===== src/rtl/dac_serial_multicanal.sv =====
// Multi-channel serial DAC driver: one SYNC-framed {cmd,addr,data} word per channel, then one LDAC pulse. Optional `DAC_OFFSET_BINAIRE_EN`.
// Latency: accept edge to LDAC fall = 1 + NB_CH*(1 + (8+DATA_W)*CLK_DIV + SYNC_GAP) clk_in cycles.
// Backpressure: pret low while busy; strobes arriving then are dropped and flagged once on debordement.
module dac_serial_multicanal #(
  parameter int         NB_CH     = 2,
  parameter int         DATA_W    = 16,
  parameter int         CLK_DIV   = 4,
  parameter logic [3:0] CMD_WRITE = 4'h3,
  parameter int         SYNC_GAP  = 2,
  parameter int         LDAC_W    = 2
) (
  input  logic                    clk_in,
  input  logic                    reset,
  input  logic [NB_CH*DATA_W-1:0] audio_in,
  input  logic                    nv_echantillon,
  output logic                    pret,
  output logic                    debordement,
  output logic                    SCLK,
  output logic                    sync,
  output logic                    audio_out,
  output logic                    LDAC
);

  localparam int FRAME_W = 8 + DATA_W;
  localparam int DIV_W   = $clog2(CLK_DIV);
  localparam int BIT_W   = $clog2(FRAME_W);
  localparam int GAP_W   = $clog2(SYNC_GAP + 1);
  localparam int LD_W    = $clog2(LDAC_W + 1);

  localparam logic [DIV_W-1:0] DIV_HALF = DIV_W'(CLK_DIV/2 - 1);
  localparam logic [DIV_W-1:0] DIV_LAST = DIV_W'(CLK_DIV - 1);
  localparam logic [BIT_W-1:0] BIT_LAST = BIT_W'(FRAME_W - 1);
  localparam logic [GAP_W-1:0] GAP_LAST = GAP_W'(SYNC_GAP - 1);
  localparam logic [LD_W-1:0]  LD_LAST  = LD_W'(LDAC_W - 1);
  localparam logic [3:0]       CH_LAST  = 4'(NB_CH - 1);

  localparam logic [2:0] ST_IDLE     = 3'd0;
  localparam logic [2:0] ST_LOAD     = 3'd1;
  localparam logic [2:0] ST_SHIFT    = 3'd2;
  localparam logic [2:0] ST_GAP      = 3'd3;
  localparam logic [2:0] ST_LOAD_DAC = 3'd4;

  logic [2:0]              state;
  logic [3:0]              ch_cnt;
  logic [DIV_W-1:0]        div_cnt;
  logic [BIT_W-1:0]        bit_cnt;
  logic [GAP_W-1:0]        gap_cnt;
  logic [LD_W-1:0]         ld_cnt;
  logic [FRAME_W-2:0]      shreg;
  logic [NB_CH*DATA_W-1:0] samples;
  logic [DATA_W-1:0]       cur_sample;
  logic [FRAME_W-1:0]      cur_frame;
  logic                    nv_d;
  logic                    accept;

  function automatic logic [DATA_W-1:0] to_dac(input logic [DATA_W-1:0] s);
`ifdef DAC_OFFSET_BINAIRE_EN
    return {~s[DATA_W-1], s[DATA_W-2:0]};
`else
    return s;
`endif
  endfunction

  assign accept = nv_echantillon && pret && (state == ST_IDLE);

  always_comb begin
    cur_sample = samples[int'(ch_cnt)*DATA_W +: DATA_W];
    cur_frame  = {CMD_WRITE, ch_cnt, cur_sample};
  end

  // Samples are frozen on acceptance; later strobes never touch them.
  always_ff @(posedge clk_in or negedge reset) begin
    if (!reset) begin
      samples <= '0;
    end else if (accept) begin
      for (int k = 0; k < NB_CH; k++) begin
        samples[k*DATA_W +: DATA_W] <= to_dac(audio_in[k*DATA_W +: DATA_W]);
      end
    end
  end

  always_ff @(posedge clk_in or negedge reset) begin
    if (!reset) begin
      nv_d        <= 1'b0;
      debordement <= 1'b0;
    end else begin
      nv_d        <= nv_echantillon;
      debordement <= nv_echantillon && !nv_d && !pret;
    end
  end

  always_ff @(posedge clk_in or negedge reset) begin
    if (!reset) begin
      state     <= ST_IDLE;
      pret      <= 1'b1;
      SCLK      <= 1'b1;
      sync      <= 1'b1;
      audio_out <= 1'b0;
      LDAC      <= 1'b1;
      ch_cnt    <= '0;
      div_cnt   <= '0;
      bit_cnt   <= '0;
      gap_cnt   <= '0;
      ld_cnt    <= '0;
      shreg     <= '0;
    end else begin
      case (state)
        ST_IDLE: begin
          if (accept) begin
            pret   <= 1'b0;
            ch_cnt <= '0;
            state  <= ST_LOAD;
          end
        end
        ST_LOAD: begin
          shreg     <= cur_frame[FRAME_W-2:0];
          audio_out <= cur_frame[FRAME_W-1];
          sync      <= 1'b0;
          SCLK      <= 1'b1;
          div_cnt   <= '0;
          bit_cnt   <= '0;
          state     <= ST_SHIFT;
        end
        ST_SHIFT: begin
          if (div_cnt == DIV_HALF) begin
            SCLK <= 1'b0;
          end
          // Data only moves on the rising SCLK edge so it is stable at the DAC's falling-edge sample.
          if (div_cnt == DIV_LAST) begin
            div_cnt <= '0;
            SCLK    <= 1'b1;
            if (bit_cnt == BIT_LAST) begin
              sync      <= 1'b1;
              audio_out <= 1'b0;
              gap_cnt   <= '0;
              state     <= ST_GAP;
            end else begin
              bit_cnt   <= bit_cnt + 1'b1;
              audio_out <= shreg[FRAME_W-2];
              shreg     <= {shreg[FRAME_W-3:0], 1'b0};
            end
          end else begin
            div_cnt <= div_cnt + 1'b1;
          end
        end
        ST_GAP: begin
          if (gap_cnt == GAP_LAST) begin
            if (ch_cnt == CH_LAST) begin
              ld_cnt <= '0;
              state  <= ST_LOAD_DAC;
            end else begin
              ch_cnt <= ch_cnt + 1'b1;
              state  <= ST_LOAD;
            end
          end else begin
            gap_cnt <= gap_cnt + 1'b1;
          end
        end
        ST_LOAD_DAC: begin
          if (LDAC) begin
            LDAC <= 1'b0;
          end else if (ld_cnt == LD_LAST) begin
            LDAC  <= 1'b1;
            pret  <= 1'b1;
            state <= ST_IDLE;
          end else begin
            ld_cnt <= ld_cnt + 1'b1;
          end
        end
        default: begin
          state <= ST_IDLE;
        end
      endcase
    end
  end

endmodule

===== config.mk =====
export PLATFORM = sky130hd
export DESIGN_NAME = dac_serial_multicanal
export DESIGN_NICKNAME = d
export VERILOG_FILES = /design/src/rtl/dac_serial_multicanal.sv
export SDC_FILE = /design/constraint.sdc
export NUM_CORES = 1
export LEC_CHECK = 0
export BUFFER_PORTS_ARGS = -buffer_cell sky130_fd_sc_hd__buf_2
export CORE_MARGIN = 8
export CORE_UTILIZATION = 45
export CTS_CLUSTER_DIAMETER = 30
export DETAILED_ROUTE_END_ITERATION = 8
export SYNTH_ARGS = -nofsm -noshare
export SYNTH_HDL_FRONTEND = slang
export SYNTH_SLANG_ARGS = --single-unit

===== constraint.sdc =====
create_clock -name clk_in -period 3.65 [get_ports clk_in]
set_input_delay 0.9125 -clock clk_in [delete_from_list [all_inputs] [get_ports clk_in]]
set_output_delay 0.9125 -clock clk_in [all_outputs]
set_load 0.01 [all_outputs]

Yosys cells after proc, flatten, opt, wreduce, memory -nomap -nowiden
Cells that the tools add are included.
Word-level totals
  output and inout bits: 6
  register bits: 80
  bits of input ports: 35
  word-level logic and storage cells: 108
Cells by class
  mux-type cells: 44
  add/subtract/negate cells: 5
  reduce and logical (&&, ||, !) cells: 21
  shift operators: 1
  equal/unequal tests: 22
Operators by type and width (number)
  23-bit two-way mux: 2
  23-bit one-hot mux with 2 select lines: 1
  32-bit by 9-bit indexed part select with 16-bit output: 1
  2-bit inequality test, second input constant: 11
  3-bit two-way mux: 7
  2-bit two-way mux: 8
  3-bit one-hot mux with 5 select lines: 1
  4-bit two-way mux: 3
  2-bit one-hot mux with 2 select lines: 3
  4-bit AND reduction: 3
  1-bit two-way mux: 11
  5-bit two-way mux: 2
  5-bit one-hot mux with 2 select lines: 1
  2-bit nonzero test: 5
  1-bit one-hot mux with 2 select lines: 4
  4-bit one-hot mux with 2 select lines: 1
  2-bit by 1-bit adder with 2-bit output, second input constant: 3
  2-bit by 1-bit == test with 1-bit output, second input constant: 3
  3-bit by 2-bit == test with 1-bit output, second input constant: 2
  3-bit AND reduction: 2
  6-bit AND reduction: 1
  5-bit by 1-bit adder with 5-bit output, second input constant: 1
  5-bit == test, second input constant: 1
  5-bit AND reduction: 1
  10 further kinds: 15

Longest topological paths before layout
  word-level depth: 4
  depth in mapped cells: 6
  depth with buffers taken out: 5

Worst setup path after synthesis
OpenSTA, ideal clock, no wires.
  path kind: input-to-reg
  start point: input port nv_echantillon
  end point: register samples[10]
  path buffers: 1
  path slack: 1.640 ns
  setup time: 0.125 ns
  cell stages on the path: 4
  arrival time: 1.885 ns
  path through: nand3b_1 > nor2_1 > buf_2 > mux2_2
Between the ends
  word-level cells in the longest chain between the ends: 2
RTL lines
  start: declaration: line 15  | input logic nv_echantillon,
  1-bit logical AND (2 in a row): line 64  | assign accept = nv_echantillon && pret && (state == ST_IDLE);
  end signal: indexed assignment: line 77  | samples[k*DATA_W +: DATA_W] <= to_dac(audio_in[k*DATA_W +: DATA_W]);
  end: declaration: line 50  | logic [NB_CH*DATA_W-1:0] samples;
No other way between the ends.
A chain may end at the register's enable or synchronous reset.

Worst setup path in the final report
  start point: register state[0]
  end point: register shreg[3]
Between the ends
  word-level cells in the longest chain between the ends: 3
RTL lines
  start: declaration: line 43  | logic [2:0] state;
  start signal: assignment: line 94  | state <= ST_IDLE;
  start signal: assignment: line 112  | state <= ST_LOAD;
  start signal: assignment: line 122  | state <= ST_SHIFT;
  3-bit by 2-bit == test with 1-bit output / 3-bit by 1-bit == test with 1-bit output (equally long branches): line 107  | case (state)
  2-bit inequality test (no source line) / 2-bit nonzero test (equally long branches)
  3-bit AND reduction (no source line)
  end signal: assignment: line 116  | shreg <= cur_frame[FRAME_W-2:0];
  end signal: assignment: line 140  | shreg <= {shreg[FRAME_W-3:0], 1'b0};
  end: declaration: line 49  | logic [FRAME_W-2:0] shreg;
Parallel ways exist; a longest one is shown, timed or not.

==> run summary <==
The number of antenna violations at the first check in global routing is 0. Synthesis inferred 80 register bits. The vias per cell is between 5 and 6. The placeable core region came out at roughly 8100 um2. Input and output buffers added on the ports amount to 40. The worst vdd rail ir drop is ~0.24 mV.

The remaining global-route overflow came out at 0. The first routing iteration left 140 violations. The final setup violation count came out at 0. The measured slew at the worst slew-check pin came out at 0.993 ns.

The delay contributed by the slowest stage of the critical path is 0.78 ns. The number of synthesis warnings is 0. The post-synth design cell area came out at approximately 3700 um2. The maximum buffer depth of the clock tree is 2.

The net count after synthesis is 354. The headroom to the max-slew limit is between 30% and 40%. The count of vias placed by the detailed router is 2573.

The reported max-cap violation count is 0. Traced cell by cell, the critical path runs through or3b_1 > or3_1 > o221ai_1. The HPWL after detailed placement is ~4700 um. The H-tree generated during clock tree synthesis spans 3 levels. The simple logic cell fraction of the synthesized area is 12.6%. Setup slack closes at 1.06 ns. Ranked by total cell area, the synthesized netlist is headed by sky130_fd_sc_hd__dfrtp_1, sky130_fd_sc_hd__mux2_2, sky130_fd_sc_hd__mux2i_1, sky130_fd_sc_hd__o221ai_2, sky130_fd_sc_hd__nand3_1. OpenSTA, run right after detailed placement, puts the worst setup slack at approximately 1.1 ns.

The total power density per cell area is between 300 and 400 nW/um2. In the synthesized netlist, mux cells make up 15.6% of the area. The placement row count came out at 33.

Entering global routing, the biggest net connects between 80 and 90 pins. The number of global-route vias before repair was 2739. sky130_fd_sc_hd__dfrtp_1 takes more of the synthesized area than any other cell. Leaving out fill and tap cells, the most frequent cell in the layout is sky130_fd_sc_hd__dfrtp_1. The setup clock skew after layout is approximately 0.016 ns. The total die area is ~11000 um2. The cell chosen for the clock root is sky130_fd_sc_hd__clkbuf_8. The horizontal die dimension is 107 um.

The flow ran to the end, and the final reports show no timing, DRC or antenna violations. The total count of hold-check failures in the final report came out at 0. The worst path buffer plus inverter count came out at 0. STA puts the critical path data arrival time at ~2.9 ns. The relative area change from synthesis to final layout came out at 13.1%.

After detailed routing, the number of remaining DRC violations is 0. The wire length of the first global-routing pass is about 13000 um. The fmax came out at 0.386 GHz. The setup total negative slack came out at 0 ns. The share of final-layout standard cells stronger than drive strength 1 came out at 32.3%. Fill cells in the final layout number around 750. The post-layout net count came out at 391.

Subtracting the final worst setup slack from the clock period gives 2.59 ns. The TritonCTS clock tree is done. The critical path is of the register to register type. The CTS buffer count came out at 9. The clock-pin slew on the worst setup and hold paths is 0.09 ns. Post-CTS repair changed the size of 0 cells. Wires add up to 7410 um. The total track usage came out at ~14%. After layout, the worst path uses 71.0% of the clock period. The worst setup path is launched from a register. By area, the combinational part of the netlist is dominated by multiplexers. 0 antenna diodes ended up in the layout.

The xor-xnor portion of the synthesized cell area came out at 0%. The top-area cell type share of the netlist area is between 50% and 60%. Setup repair after global routing left no endpoint under its margin.

Data on the critical path is required at its endpoint by ~3.9 ns. The compound-gate portion of the synthesized area came out at approximately an eighth. The congestion estimate from routability-driven global placement came to about 0.69. The count of nets left with antenna violations once routing finished came out at 0. The share of synthesized cell area in full adder, half adder and majority cells came out at between 2 and 2.5%. The count of TritonRoute iterations in the first routing pass is 4. The chip height came out at between 100 and 150 um. The leakage power summed over all cells is around 2 nW.

The number of unique standard cell types used by synthesis is between 40 and 50. The classification of the worst-slack hold path is register to register. The CTS sink count came out at 80. The gate count of the mapped netlist came out at 312. In the layout the commonest cells are sky130_fd_sc_hd__dfrtp_1, sky130_fd_sc_hd__buf_2, sky130_fd_sc_hd__mux2_2. The initial core utilization is between 40% and 50%.

The clock insertion delay at the later pin of the skew report is around 0.35 ns. The kind of capture point of the worst setup path is a register. The largest individual stage delay along the critical path comes from the cell sky130_fd_sc_hd__or3_1.

The average instance area after synthesis is roughly 12 um2. The number of top-level design ports is between 40 and 50. The largest driver fanout on the critical path is 21. The max-slew violation count came to 0.

The sequential-to-total area share from yosys stat is between 50% and 60%. After clock tree synthesis, the setup repair step added 0 buffers. The share of the core filled with cells in the final layout is 52.0%.

The kind of cell adding the most delay to the critical path is simple AND/OR/NAND/NOR gates. The hold buffer count at CTS is 0. After detailed routing, the average wire length per cell comes to approximately 16 um.
cell usage after synthesis, drive strengths merged:
master / n
buf: 10
a21oi: 8
a32o: 1
nor3b: 5
nor4bb: 1
nand3b: 2
nor2b: 1
nand2: 23
o32ai: 3
dfstp: 4
a21o: 2
nand4b: 2
mux2: 35
or3b: 3
or2: 1
a22oi: 4
or3: 5
nand4bb: 3
a311oi: 1
or4: 1
mux2i: 19
nor4b: 1
o21ai: 13
o2bb2ai: 5
clkbuf: 10
a2bb2oi: 1
nand3: 24
ha: 7
inv: 8
dfrtp: 76
o221ai: 15
o22ai: 4
and4b: 1
nor3: 1
a22o: 1
nor2: 10
and3: 1
cell type report:
class / instances / area (um2) / share of cell area, %
Clock inverter: 5 / 58.8 / 1.39
Multi-Input combinational cell: 204 / 1630 / 38.5
Tap cell: 105 / 131 / 3.10
Inverter: 8 / 30.0 / 0.710
Timing Repair Buffer: 46 / 248 / 5.85
Sequential cell: 80 / 2010 / 47.4
Clock buffer: 10 / 128 / 3.02
power by group:
part | switching [mW] | internal (mW)
logic | 0.0215 | 0.0137
registers | 0.000265 | 0.887
clock network | 0.316 | 0.312
flip-flops by register name (all words and copies together), names as in the netlist:
signal       cells
LDAC             1
SCLK             1
audio_out        1
bit_cnt          5
ch_cnt           4
debordement      1
div_cnt          2
gap_cnt          2
ld_cnt           2
nv_d             1
pret             1
samples         32
shreg           23
state            3
sync             1
stage by stage:
stage | power [mW] | std cells | hold WS, ns | area [um2]
finish | 1.55 | 458 | 0.418 | 4230
global route | 1.61 | 458 | 0.451 | 4230
CTS | 1.57 | 458 | 0.421 | 4230
detailed placement | 0.942 | 443 | 0.406 | 4050
global placement | 0.942 | 443 | 0.397 | 4050
floorplan | 0.906 | 312 | 0.382 | 3740
worst register-to-register path, stage by stage, from the launching register on:
cell and delay (ns):
sky130_fd_sc_hd__dfrtp_1 0.65, sky130_fd_sc_hd__or3b_1 0.74, sky130_fd_sc_hd__or3_1 0.79, sky130_fd_sc_hd__o221ai_1 0.32
routing by layer:
metal | wire (um) | GRT usage, %
met5 | 0 | 0
met4 | 102 | 4.62
met3 | 268 | 3.84
met2 | 3590 | 22.0
met1 | 3450 | 17.3
path summary, 6_finish.rpt:
path / startpoint / to / slack [ns] / cells past startpoint
min reg2reg: nv_d / debordement / 0.42 / 1
min in group asynchronous: reset / state[2] / 0.71 / 1
max: state[0] / shreg[3] / 1.06 / 3
max reg2reg: state[0] / shreg[3] / 1.06 / 3
min: nv_d / debordement / 0.42 / 1
max in group asynchronous: reset / shreg[18] / 2.28 / 1
logic make-up after synthesis:
group / count (synthesis)
adders and majority gates: 7
and+or+nand+nor: 85
buffers and inverters: 28
DFF: 80
muxes: 54
AOI/OAI and AO/OA: 58
(Power assumes the default switching activity.)
